### config.mk
export PLATFORM = sky130hd
export DESIGN_NAME = prefix_sequencer_flat
export DESIGN_NICKNAME = d
export VERILOG_FILES = /design/src/rtl/sfx_seq_pkg.sv /design/src/rtl/prefix_sequencer_if.sv /design/src/rtl/prefix_opcode_classifier.sv /design/src/rtl/prefix_sequencer.sv /design/src/flat_wrapper.sv
export SDC_FILE = /design/constraint.sdc
export NUM_CORES = 1
export LEC_CHECK = 0
export ABC_AREA = 1
export CAP_MARGIN = 20
export CORE_MARGIN = 2
export CORE_UTILIZATION = 44
export DETAILED_ROUTE_END_ITERATION = 8
export PLACE_DENSITY = 0.77
export SYNTH_ARGS = -nofsm -noshare
export SYNTH_HDL_FRONTEND = slang
export SYNTH_SLANG_ARGS = --single-unit
### constraint.sdc
create_clock -name clk -period 1.8 [get_ports clk]
set_input_delay 0.36 -clock clk [delete_from_list [all_inputs] [get_ports clk]]
set_output_delay 0.36 -clock clk [all_outputs]
set_load 0.05 [all_outputs]
### src/rtl/sfx_seq_pkg.sv
// Shared types and constants for the Super FX prefix sequencer:
// FSM states, register-select mux codes and opcode-class values.
package sfx_seq_pkg;

  typedef enum logic [1:0] {
    ST_IDLE   = 2'd0,
    ST_DECODE = 2'd1,
    ST_EXEC   = 2'd2,
    ST_CLEAR  = 2'd3
  } seq_state_t;

  localparam logic [1:0] SEL_HA     = 2'b00;
  localparam logic [1:0] SEL_INSTR  = 2'b01;
  localparam logic [1:0] SEL_ZERO   = 2'b10;
  localparam logic [1:0] SEL_PREFIX = 2'b11;

  localparam logic [3:0] OP_TO_HI   = 4'h1;
  localparam logic [3:0] OP_WITH_HI = 4'h2;
  localparam logic [3:0] OP_FROM_HI = 4'hB;

  localparam logic [7:0] OP_ALT1 = 8'h3D;
  localparam logic [7:0] OP_ALT2 = 8'h3E;
  localparam logic [7:0] OP_ALT3 = 8'h3F;

  localparam logic [1:0] ALT_NONE = 2'b00;

  // The low two bits of 0x3D..0x3F are exactly the ALT mode they select.
  function automatic logic [1:0] alt_mode(input logic [7:0] op);
    return op[1:0];
  endfunction

endpackage

### src/rtl/prefix_sequencer_if.sv
// Fetch/execute handshake bundle between the opcode source and the sequencer.
interface prefix_sequencer_if;
  logic [7:0] opcode;
  logic       op_valid;
  logic       op_ready;
  logic       exec_done;
  logic       exec_start;

  modport master (
    output opcode,
    output op_valid,
    output exec_done,
    input  op_ready,
    input  exec_start
  );

  modport slave (
    input  opcode,
    input  op_valid,
    input  exec_done,
    output op_ready,
    output exec_start
  );
endinterface

### src/rtl/prefix_opcode_classifier.sv
// Combinational opcode-class decode for the prefix sequencer.
// ALT prefixes are recognised only when SEQ_ALT_PREFIX_EN is defined.
module prefix_opcode_classifier
  import sfx_seq_pkg::*;
(
  input  logic [7:0] opcode,
  output logic       is_to,
  output logic       is_from,
  output logic       is_with,
  output logic       is_alt,
  output logic [1:0] alt_code
);

  always_comb begin
    is_to   = (opcode[7:4] == OP_TO_HI);
    is_from = (opcode[7:4] == OP_FROM_HI);
    is_with = (opcode[7:4] == OP_WITH_HI);
`ifdef SEQ_ALT_PREFIX_EN
    is_alt   = (opcode == OP_ALT1) || (opcode == OP_ALT2) || (opcode == OP_ALT3);
    alt_code = is_alt ? alt_mode(opcode) : ALT_NONE;
`else
    is_alt   = 1'b0;
    alt_code = ALT_NONE;
`endif
  end

`ifndef SEQ_ALT_PREFIX_EN
  logic unused_low;
  assign unused_low = ^opcode[3:0];
`endif

endmodule

### src/rtl/prefix_sequencer.sv
// Super FX prefix sequencer: decodes TO/FROM/WITH/ALT prefixes, drives the
// prefix-register strobes and mux selects. ALT support under SEQ_ALT_PREFIX_EN.
module prefix_sequencer
  import sfx_seq_pkg::*;
#(
  parameter int EXEC_TIMEOUT = 0
) (
  input  logic               clk,
  input  logic               rst_n,
  prefix_sequencer_if.slave  bus,
  output logic [3:0]         instr,
  output logic               to,
  output logic               from,
  output logic               resflags,
  output logic [1:0]         ssel,
  output logic [1:0]         dsel,
  output logic               b_flag,
  output logic [1:0]         alt,
  output logic               is_move,
  output logic               is_moves
);

  localparam int CNT_W  = (EXEC_TIMEOUT > 1) ? $clog2(EXEC_TIMEOUT) : 1;
  localparam int TO_LIM = (EXEC_TIMEOUT > 0) ? EXEC_TIMEOUT - 1 : 0;

  seq_state_t state, state_nxt;
  logic [7:0] opreg;
  logic [CNT_W-1:0] exec_cnt;
  logic exec_start_q;

  logic accept;
  logic to_nxt, from_nxt, start_nxt, clr_nxt;
  logic b_nxt, move_nxt, moves_nxt;
  logic [1:0] ssel_nxt, dsel_nxt;
  logic timeout_hit;

  logic is_to, is_from, is_with, is_alt;
  logic [1:0] alt_code;

  prefix_opcode_classifier u_classifier (
    .opcode   (opreg),
    .is_to    (is_to),
    .is_from  (is_from),
    .is_with  (is_with),
    .is_alt   (is_alt),
    .alt_code (alt_code)
  );

  // Counter holds EXEC cycles already spent; it is zero on the entry cycle.
  assign timeout_hit = (EXEC_TIMEOUT > 0) && (exec_cnt == CNT_W'(TO_LIM));

  always_comb begin
    state_nxt = state;
    accept    = 1'b0;
    to_nxt    = 1'b0;
    from_nxt  = 1'b0;
    start_nxt = 1'b0;
    clr_nxt   = 1'b0;
    b_nxt     = b_flag;
    move_nxt  = is_move;
    moves_nxt = is_moves;
    ssel_nxt  = ssel;
    dsel_nxt  = dsel;
    case (state)
      ST_IDLE: begin
        if (bus.op_valid) begin
          accept    = 1'b1;
          state_nxt = ST_DECODE;
        end
      end
      ST_DECODE: begin
        state_nxt = ST_IDLE;
        if (is_to && !b_flag) begin
          to_nxt = 1'b1;
        end else if (is_to) begin
          move_nxt  = 1'b1;
          ssel_nxt  = SEL_PREFIX;
          dsel_nxt  = SEL_INSTR;
          start_nxt = 1'b1;
          state_nxt = ST_EXEC;
        end else if (is_from && !b_flag) begin
          from_nxt = 1'b1;
        end else if (is_from) begin
          moves_nxt = 1'b1;
          ssel_nxt  = SEL_INSTR;
          dsel_nxt  = SEL_PREFIX;
          start_nxt = 1'b1;
          state_nxt = ST_EXEC;
        end else if (is_with) begin
          to_nxt   = 1'b1;
          from_nxt = 1'b1;
          b_nxt    = 1'b1;
        end else if (!is_alt) begin
          ssel_nxt  = SEL_PREFIX;
          dsel_nxt  = SEL_PREFIX;
          start_nxt = 1'b1;
          state_nxt = ST_EXEC;
        end
      end
      ST_EXEC: begin
        if (bus.exec_done || timeout_hit) begin
          clr_nxt   = 1'b1;
          b_nxt     = 1'b0;
          move_nxt  = 1'b0;
          moves_nxt = 1'b0;
          ssel_nxt  = SEL_PREFIX;
          dsel_nxt  = SEL_PREFIX;
          state_nxt = ST_CLEAR;
        end
      end
      ST_CLEAR: begin
        state_nxt = ST_IDLE;
      end
      default: begin
        state_nxt = ST_IDLE;
      end
    endcase
  end

  always_ff @(posedge clk) begin
    if (!rst_n) begin
      state        <= ST_IDLE;
      opreg        <= 8'h00;
      to           <= 1'b0;
      from         <= 1'b0;
      resflags     <= 1'b1;
      exec_start_q <= 1'b0;
      b_flag       <= 1'b0;
      is_move      <= 1'b0;
      is_moves     <= 1'b0;
      ssel         <= SEL_PREFIX;
      dsel         <= SEL_PREFIX;
      exec_cnt     <= '0;
    end else begin
      state        <= state_nxt;
      to           <= to_nxt;
      from         <= from_nxt;
      resflags     <= clr_nxt;
      exec_start_q <= start_nxt;
      b_flag       <= b_nxt;
      is_move      <= move_nxt;
      is_moves     <= moves_nxt;
      ssel         <= ssel_nxt;
      dsel         <= dsel_nxt;
      exec_cnt     <= (state == ST_EXEC) ? exec_cnt + 1'b1 : '0;
      if (accept) begin
        opreg <= bus.opcode;
      end
    end
  end

`ifdef SEQ_ALT_PREFIX_EN
  logic [1:0] alt_q, alt_nxt;

  always_comb begin
    alt_nxt = alt_q;
    if (state == ST_DECODE && is_alt) begin
      alt_nxt = alt_code;
    end else if (clr_nxt) begin
      alt_nxt = ALT_NONE;
    end
  end

  always_ff @(posedge clk) begin
    if (!rst_n) begin
      alt_q <= ALT_NONE;
    end else begin
      alt_q <= alt_nxt;
    end
  end

  assign alt = alt_q;
`else
  logic unused_alt;
  assign unused_alt = ^alt_code;
  assign alt = ALT_NONE;
`endif

  assign instr          = opreg[3:0];
  assign bus.op_ready   = (state == ST_IDLE);
  assign bus.exec_start = exec_start_q;

endmodule
### src/flat_wrapper.sv
// flat-port wrapper written by rule: the top's interface ports become plain ports
module prefix_sequencer_flat import sfx_seq_pkg::*;
#(
  parameter int EXEC_TIMEOUT = 0
)
  (clk, rst_n, instr, to, from, resflags, ssel, dsel, b_flag, alt, is_move, is_moves, bus_opcode, bus_op_valid, bus_exec_done, bus_op_ready, bus_exec_start);
  prefix_sequencer_if bus_i ();
  input  logic clk;
  input  logic rst_n;
  output logic [3:0] instr;
  output logic to;
  output logic from;
  output logic resflags;
  output logic [1:0] ssel;
  output logic [1:0] dsel;
  output logic b_flag;
  output logic [1:0] alt;
  output logic is_move;
  output logic is_moves;
  input wire logic [$bits(bus_i.opcode)-1:0] bus_opcode;
  input wire logic [$bits(bus_i.op_valid)-1:0] bus_op_valid;
  input wire logic [$bits(bus_i.exec_done)-1:0] bus_exec_done;
  output wire logic [$bits(bus_i.op_ready)-1:0] bus_op_ready;
  output wire logic [$bits(bus_i.exec_start)-1:0] bus_exec_start;
  assign bus_i.opcode = bus_opcode;
  assign bus_i.op_valid = bus_op_valid;
  assign bus_i.exec_done = bus_exec_done;
  assign bus_op_ready = bus_i.op_ready;
  assign bus_exec_start = bus_i.exec_start;
  prefix_sequencer #(.EXEC_TIMEOUT(EXEC_TIMEOUT)) u_core (.clk(clk), .rst_n(rst_n), .bus(bus_i), .instr(instr), .to(to), .from(from), .resflags(resflags), .ssel(ssel), .dsel(dsel), .b_flag(b_flag), .alt(alt), .is_move(is_move), .is_moves(is_moves));
endmodule
Word level (Yosys, flattened, before mapping)
Cells that the tools add are included.
W data, S select, Z words.
{"block": "op_classes", "reduce_logical": 13, "n_mux": 48, "eq_ne": 17, "bitwise": 2}
{"cell": "$mux W2", "count": 16}
{"cell": "$mux W1", "count": 26}
{"cell": "$ne A2 B2 Y1 const B", "count": 6}
{"cell": "$pmux W2 S2", "count": 2}
{"cell": "$pmux W2 S4", "count": 1}
{"cell": "$reduce_and A7 Y1", "count": 1}
{"cell": "$ne A2 B1 Y1 const B", "count": 3}
{"cell": "$pmux W1 S2", "count": 3}
{"cell": "$reduce_and A6 Y1", "count": 1}
{"cell": "$reduce_and A5 Y1", "count": 1}
{"cell": "$eq A2 B2 Y1 const B", "count": 2}
{"cell": "$eq A4 B1 Y1 const B", "count": 1}
{"cell": "$eq A4 B2 Y1 const B", "count": 1}
{"cell": "$eq A4 B4 Y1 const B", "count": 1}
{"cell": "$ne A4 B2 Y1 const B", "count": 1}
{"cell": "$reduce_and A2 Y1", "count": 2}
{"cell": "$reduce_and A4 Y1", "count": 1}
{"cell": "$reduce_or A4 Y1", "count": 1}
{"cell": "$ne A3 B2 Y1 const B", "count": 1}
{"cell": "$reduce_or A3 Y1", "count": 1}
{"cell": "$eq A2 B1 Y1 const B", "count": 1}
{"cell": "$logic_and A1 B1 Y1", "count": 2}
{"cell": "$logic_not A2 Y1", "count": 1}
{"cell": "$not A1 Y1", "count": 2}
{"cell": "other kinds (2)", "count": 2}
{"block": "word_totals", "ff_bits": 21, "elab_cells": 91, "inputBits": 12, "output_inout_bits": 18}

Logic depth before layout (Yosys ltp)
Gate-level depths: netlist of the first run.
{"block": "logic_depth", "depth_word": 7, "depth_mapped": 10, "mapped_depth_nobuf": 10}

Hierarchy
From an unflattened synthesis of the first run, not the netlist that was laid out.
{"block": "hier_totals", "hier_cells": 132, "area_unflattened_um2": 937.1}
{"module": "prefix_sequencer", "n_inst": 1, "seq_area_each_um2": 380.4, "cells_each": 116, "area_per_inst_um2": 865.8}
{"module": "prefix_opcode_classifier", "n_inst": 1, "seq_area_each_um2": 0.0, "cells_each": 16, "area_per_inst_um2": 71.3}

Least setup slack after synthesis of the first run
OpenSTA, ideal clock, no wires.
{"block": "synth_path", "path_kind": "register to register", "startpoint": "register u_core.state[0]", "endpoint": "register with a tool-made name", "required_ns": 1.689, "path_stages_with_launch": 10, "period_less_slack_ns": 1.607, "setup_ns": 0.111, "path_slack_ns": 0.193, "path_buffers": 0, "t_arrival_ns": 1.495, "path_cell_list": "dfxtp_1 -> inv_1 -> ha_1 -> inv_1 -> o21ai_0 -> nor2_1 -> nand2_1 -> nor2_1 -> nor2_1 -> nor2_1"}
{"item": "start, declared", "line_no": "prefix_sequencer.sv:26", "source": "seq_state_t state, state_nxt;"}
{"item": "start signal, assigned", "line_no": "prefix_sequencer.sv:135", "source": "state <= state_nxt;"}

Worst setup path in the final report of the first run
{"block": "layout_path", "startpoint": "register u_core.state[0]", "endpoint": "output bus_op_ready"}
{"block": "layout_between", "elab_chain_cells": 1}
{"item": "$logic_not A2 Y1", "line_no": "prefix_sequencer.sv:180", "source": "assign bus.op_ready = (state == ST_IDLE);"}
{"item": "end, declared", "line_no": "flat_wrapper.sv:23", "source": "output wire logic [$bits(bus_i.op_ready)-1:0] bus_op_ready;"}
Every way passes these cells.

==> impl_metrics.json, run 1 <==
{
  "synth_async_sr_flop_share_pct": 0,
  "worstSetupStartpointType": "register",
  "required_ns": 1.44,
  "endpoint_kind": "output port",
  "synth-edff-count": 0,
  "finalCriticalPeriod_ns": 1.52,
  "status": "completed",
  "drive_above_1_share_pct": 20.0,
  "rsz0062_at_grt": "false",
  "antenna_found_initial": 0,
  "dp_slack_ns": 0.217,
  "dpl-instance-area_um2": 1140,
  "yosysSeqAreaShare_pct": 40.8,
  "ioPinCount": 30,
  "whs_ns": 0.467,
  "root_buffer": "clkbuf_4",
  "crit_type": "reg2out",
  "holdCritStartpoint": "u_core.dsel[1]$_SDFFE_PN1P_",
  "setup_violations": 0,
  "maxCapViolations": 0,
  "tns_ns": 0,
  "netlist_instances": 129,
  "nNetsFinal": 166,
  "hold_path_class": "reg2reg",
  "drt_first_iter_violations": 6,
  "clock_sinks": 19,
  "antenna_cells": 0,
  "num_vias": 818,
  "numPortBuffers": 25,
  "grt_max_degree": 12,
  "synth_seq_cells": 19,
  "cts_hold_buf": 0,
  "drv_slew": 0,
  "fin_ws_ns": 0.277,
  "cts_tree": "yes",
  "placed_cells": 173,
  "fin_crit_sh_pct": 84.6,
  "fmax_mhz": 657,
  "hpwl_mm": 1.36,
  "ys_types": 21,
  "ys_warn_count": 0,
  "avgRoutedWirePerCell_um": 9.84,
  "p_per_area_nw_per_um2": 1050,
  "gp_congestion": 0.845,
  "final_cells": 177,
  "finalClockSkew_ns": 0.00819,
  "die_x_um": 50.1,
  "startpoint": "u_core.state[0]$_SDFFE_PN0P_",
  "cts_max_path_buffers": 2,
  "design_area_um2": 1160,
  "core_area_um2": 1980,
  "syn_area_um2": 933,
  "grt_overflow_total": 0,
  "cts_inserted_buffers": 3,
  "grt_pass1_vias": 728,
  "ctsResizeCount": 0,
  "drtAntennaViolNets": 0,
  "first_pass_iters": 4,
  "reg2reg_slack_ns": 0.34,
  "placementRows": 16,
  "die_h_um": 50.1,
  "critPathArrivalTime_ns": 1.16,
  "dieArea_um2": 2510,
  "rr_worst_depth": 9,
  "mostFrequentLayoutCell": "nor2_1",
  "grt_pass1_wl_mm": 2.97,
  "syn_avg_cell_area_um2": 7.24,
  "endpoint": "bus_op_ready",
  "ys.flop_type": "dfxtp_1",
  "clkTransAtPathRegs_ns": 0.11,
  "initial_utilization_pct": 47.1,
  "clk_latency_ns": 0.30,
  "area_growth_pct": 24.7,
  "vias_per_cell": 4.62,
  "post_cts_buffers": 0,
  "finalHoldViolations": 0,
  "grt.total_usage_pct": 15.4,
  "final_cell_mix": "20 x nor2_1, 19 x dfxtp_1, 16 x nand2_1",
  "remaining_drc_errors": 0,
  "ir_drop_mv": 0.565,
  "holdPathStages": 2,
  "worstReg2RegStart": "u_core.state[0]$_SDFFE_PN0P_",
  "p_leak_nw": 0.560,
  "crit_fanout": 5,
  "nFillCells": 185,
  "wirelength_mm": 1.74,
  "htree_levels": 1
}
## flip-flops by register name (all words and copies together) (netlist names), named ones only
| register | flops |
|---|---|
| u_core.bus.exec_start | 1 |
| u_core.from | 1 |
| u_core.dsel | 1 |
| u_core.state | 1 |
| u_core.b_flag | 1 |
| u_core.opreg | 8 |
| u_core.is_moves | 1 |
| u_core.ssel | 1 |
| u_core.to | 1 |
| u_core.is_move | 1 |
| u_core.resflags | 1 |
## metal layers
layer	up-vias	GRT usage, %	wire (um)
met5	-	0	0
met4	0	10.2	48
met3	5	1.52	67
met2	23	24.3	825
met1	350	19.5	799
li1	440	-	-
## stage by stage
step,total power [mW],util [%]
after global routing,1.31,58.7
after floorplan,0.902,-
after global placement,1.02,57.3
final,1.22,58.7
after CTS,1.24,58.7
after detailed placement,1.03,57.3
## worst min path at each step
stage	endpoint	slack [ns]
after detailed placement	u_core.dsel[1]$_SDFFE_PN1P_	0.45
after floorplan	u_core.opreg[0]$_SDFFE_PN0P_	0.46
after global routing	u_core.dsel[1]$_SDFFE_PN1P_	0.49
after CTS	u_core.dsel[1]$_SDFFE_PN1P_	0.48
final	u_core.dsel[1]$_SDFFE_PN1P_	0.47
after global placement	u_core.ssel[1]$_SDFFE_PN1P_	0.44
## where the power goes
group          internal, mW  total, mW  leakage, nW  switching (mW)
clock                0.0828      0.211       0.0177           0.128
combinational         0.165      0.500        0.386           0.335
sequential            0.476      0.513        0.157          0.0370
## synth_stat cells (2+ instances only)
| master | instances | share of area (%) |
|---|---|---|
| nor2_1 | 20 | 8.0 |
| dfxtp_1 | 19 | 41 |
| nand2_1 | 16 | 6.4 |
| inv_1 | 14 | 5.6 |
| nand3_1 | 12 | 6.4 |
| o21ai_0 | 12 | 6.4 |
| buf_4 | 8 | 6.4 |
| a21oi_1 | 6 | 3.2 |
| ha_1 | 3 | 4.0 |
| inv_2 | 3 | 1.2 |
| nor2_2 | 3 | 2.0 |
| conb_1 | 2 | 0.80 |
| nand2_2 | 2 | 1.3 |
| nand3_2 | 2 | 2.1 |
## cell families (layout without fill, tap and decap cells)
family | after synthesis | in the layout | synth area share [%]
and+or+nand+nor | 57 | 57 | 28.3
buffers and inverters | 28 | 47 | 14.7
AOI/OAI and AO/OA | 20 | 20 | 11.4
DFF | 19 | 19 | 40.8
adders and majority gates | 3 | 3 | 4.02
other | 2 | 4 | 0.805
## worst max-delay path: stages (launching register included)
cell	delay, ns
dfxtp_1	0.33
inv_1	0.13
ha_1	0.25
buf_12	0.16
## area by class of cell
class / count / area [um2] / share of cell area, %
clock buffer: 3 / 22.5 / 1.94
inverter: 17 / 63.8 / 5.48
tap: 27 / 33.8 / 2.90
timing repair buffer: 26 / 235 / 20.2
clock inverter: 1 / 5.00 / 0.430
multi-input combinational: 84 / 423 / 36.3
sequential: 19 / 380 / 32.7
No activity file was read; power rests on OpenSTA's default activity.
==> run 2, diff against run 1 <==
CORE_UTILIZATION = 40   (was 44)
PLACE_DENSITY = 0.74   (was 0.77)
clock period = 1.35 ns   (was 1.8 ns; I/O delays follow)
==> run 2 against run 1 <==
Hold slack improved by 0.043 ns. Flip-flop and latch count stayed put. Setup slack lost 0.24 ns. Clock-buffer cell count stayed put. Non-clock buffer count is 5 higher. Largest cell class unchanged. Die area increased by 9.2%. Clock power increased by 35%. Highest routed layer unchanged. Largest power group is now combinational cells.
==> impl_metrics.json, run 2 (synthesized netlist as in run 1, its figures left out) <==
{
  "die_x_um": 52.3,
  "clkTransAtPathRegs_ns": 0.11,
  "drt_first_iter_violations": 5,
  "ir_drop_mv": 0.759,
  "status": "completed",
  "antenna_cells": 0,
  "cts_tree": "yes",
  "worstSetupStartpointType": "register",
  "fin_ws_ns": 0.0398,
  "grt_max_degree": 12,
  "fmax_mhz": 763,
  "gp_congestion": 0.757,
  "required_ns": 1.08,
  "numPortBuffers": 25,
  "reg2reg_slack_ns": 0.04,
  "avgRoutedWirePerCell_um": 11.0,
  "p_total_mw": 1.87,
  "wirelength_mm": 2.02,
  "grt_pass1_wl_mm": 3.33,
  "drv_slew": 0,
  "dp_slack_ns": -0.143,
  "dieArea_um2": 2740,
  "holdCritStartpoint": "u_core.dsel[1]$_SDFFE_PN1P_",
  "antenna_found_initial": 0,
  "clk_latency_ns": 0.29,
  "crit_type": "reg2out",
  "critPathArrivalTime_ns": 1.04,
  "grt_pass1_vias": 868,
  "mostFrequentLayoutCell": "nor2_1",
  "top_register": "u_core.opreg",
  "root_buffer": "clkbuf_4",
  "endpoint_kind": "output port",
  "placementRows": 17,
  "fin_crit_sh_pct": 97.1,
  "final_cells": 183,
  "hold_end": "u_core.dsel[1]$_SDFFE_PN1P_",
  "p_per_area_nw_per_um2": 1320,
  "drive_above_1_share_pct": 30.3,
  "cts_max_path_buffers": 2,
  "grt_overflow_total": 0,
  "finalHoldViolations": 0,
  "drtAntennaViolNets": 0,
  "final_cell_mix": "20 x nor2_1, 17 x dfxtp_1, 14 x buf_12",
  "nNetsFinal": 171,
  "cts_inserted_buffers": 3,
  "nFillCells": 205,
  "rr_worst_depth": 9,
  "htree_levels": 1,
  "setup_violations": 0,
  "core_area_um2": 2210,
  "hpwl_mm": 1.47,
  "whs_ns": 0.510,
  "largest_register_ffs": 8,
  "placed_cells": 178,
  "cts_hold_buf": 0,
  "finalCriticalPeriod_ns": 1.31,
  "num_vias": 886,
  "hold_path_class": "reg2reg",
  "ioPinCount": 30,
  "initial_utilization_pct": 42.2,
  "grt.total_usage_pct": 15.8,
  "p_leak_nw": 0.645,
  "die_h_um": 52.3,
  "vias_per_cell": 4.84,
  "area_growth_pct": 52.0,
  "maxCapViolations": 0,
  "finalClockSkew_ns": 0.00219,
  "holdPathStages": 2,
  "crit_fanout": 4,
  "remaining_drc_errors": 0,
  "first_pass_iters": 5,
  "clock_sinks": 19
}
[run 2: changes by cell type in the layout (fill, tap and decap cells not counted), sizes merged]
cell | previous run | this run
buf | 15 | 20
[run 2: what timing repair did]
action | in CTS | in global routing
pin swaps | 1 | 2
buffers inserted | 0 | 1
endpoints found under the setup margin | 7 | 13
resized for setup | 6 | 11
[run 2: worst max-delay path by stage]
stage | from | endpoint | slack (ns)
final | u_core.state[0]$_SDFFE_PN0P_ | bus_op_ready | 0.04
after global placement | bus_exec_done | u_core.ssel[1]$_SDFFE_PN1P_ | -0.1
after floorplan | u_core.state[0]$_SDFFE_PN0P_ | register | 0.0004
after global routing | u_core.state[0]$_SDFFE_PN0P_ | register | -0.09
after CTS | u_core.state[0]$_SDFFE_PN0P_ | u_core.ssel[1]$_SDFFE_PN1P_ | 0.01
after detailed placement | bus_exec_done | u_core.ssel[1]$_SDFFE_PN1P_ | -0.14
[run 2: power by group]
| group | total, mW | switching (mW) | internal [mW] | leakage, nW |
|---|---|---|---|---|
| Sequential | 0.717 | 0.0801 | 0.637 | 0.158 |
| Clock | 0.284 | 0.173 | 0.110 | 0.0177 |
| Combinational | 0.873 | 0.482 | 0.391 | 0.469 |
[run 2: layout make-up]
type / count / area [um2] / area share [%]
Clock inverter: 1 / 5.00 / 0.353
Inverter: 17 / 66.3 / 4.67
Tap cell: 28 / 35.0 / 2.47
Multi-Input combinational cell: 84 / 472 / 33.2
Clock buffer: 3 / 22.5 / 1.59
Timing Repair Buffer: 31 / 435 / 30.7
Sequential cell: 19 / 383 / 27.0
[run 2: routing by layer]
metal / up-vias / global-route usage, % / routed length, um
li1: 446 / - / -
met3: 6 / 2.29 / 77
met5: - / 0 / 0
met4: 0 / 8.97 / 47
met2: 21 / 27.7 / 1070
met1: 413 / 18.1 / 824
[run 2: through the flow]
stage | setup TNS (ns) | cell area (um2) | utilization [%]
final | 0 | 1420 | 64.1
after global routing | -0.0876 | 1420 | 64.1
after CTS | 0 | 1380 | 62.3
after detailed placement | -0.868 | 1340 | 60.7
after global placement | -0.678 | 1340 | 60.7
after floorplan | 0 | 953 | -
[run 2: worst max-delay path, cell delays in order (launching register included)]
cell     delay (ns)
dfxtp_2        0.37
inv_4          0.06
ha_4           0.18
buf_12         0.14
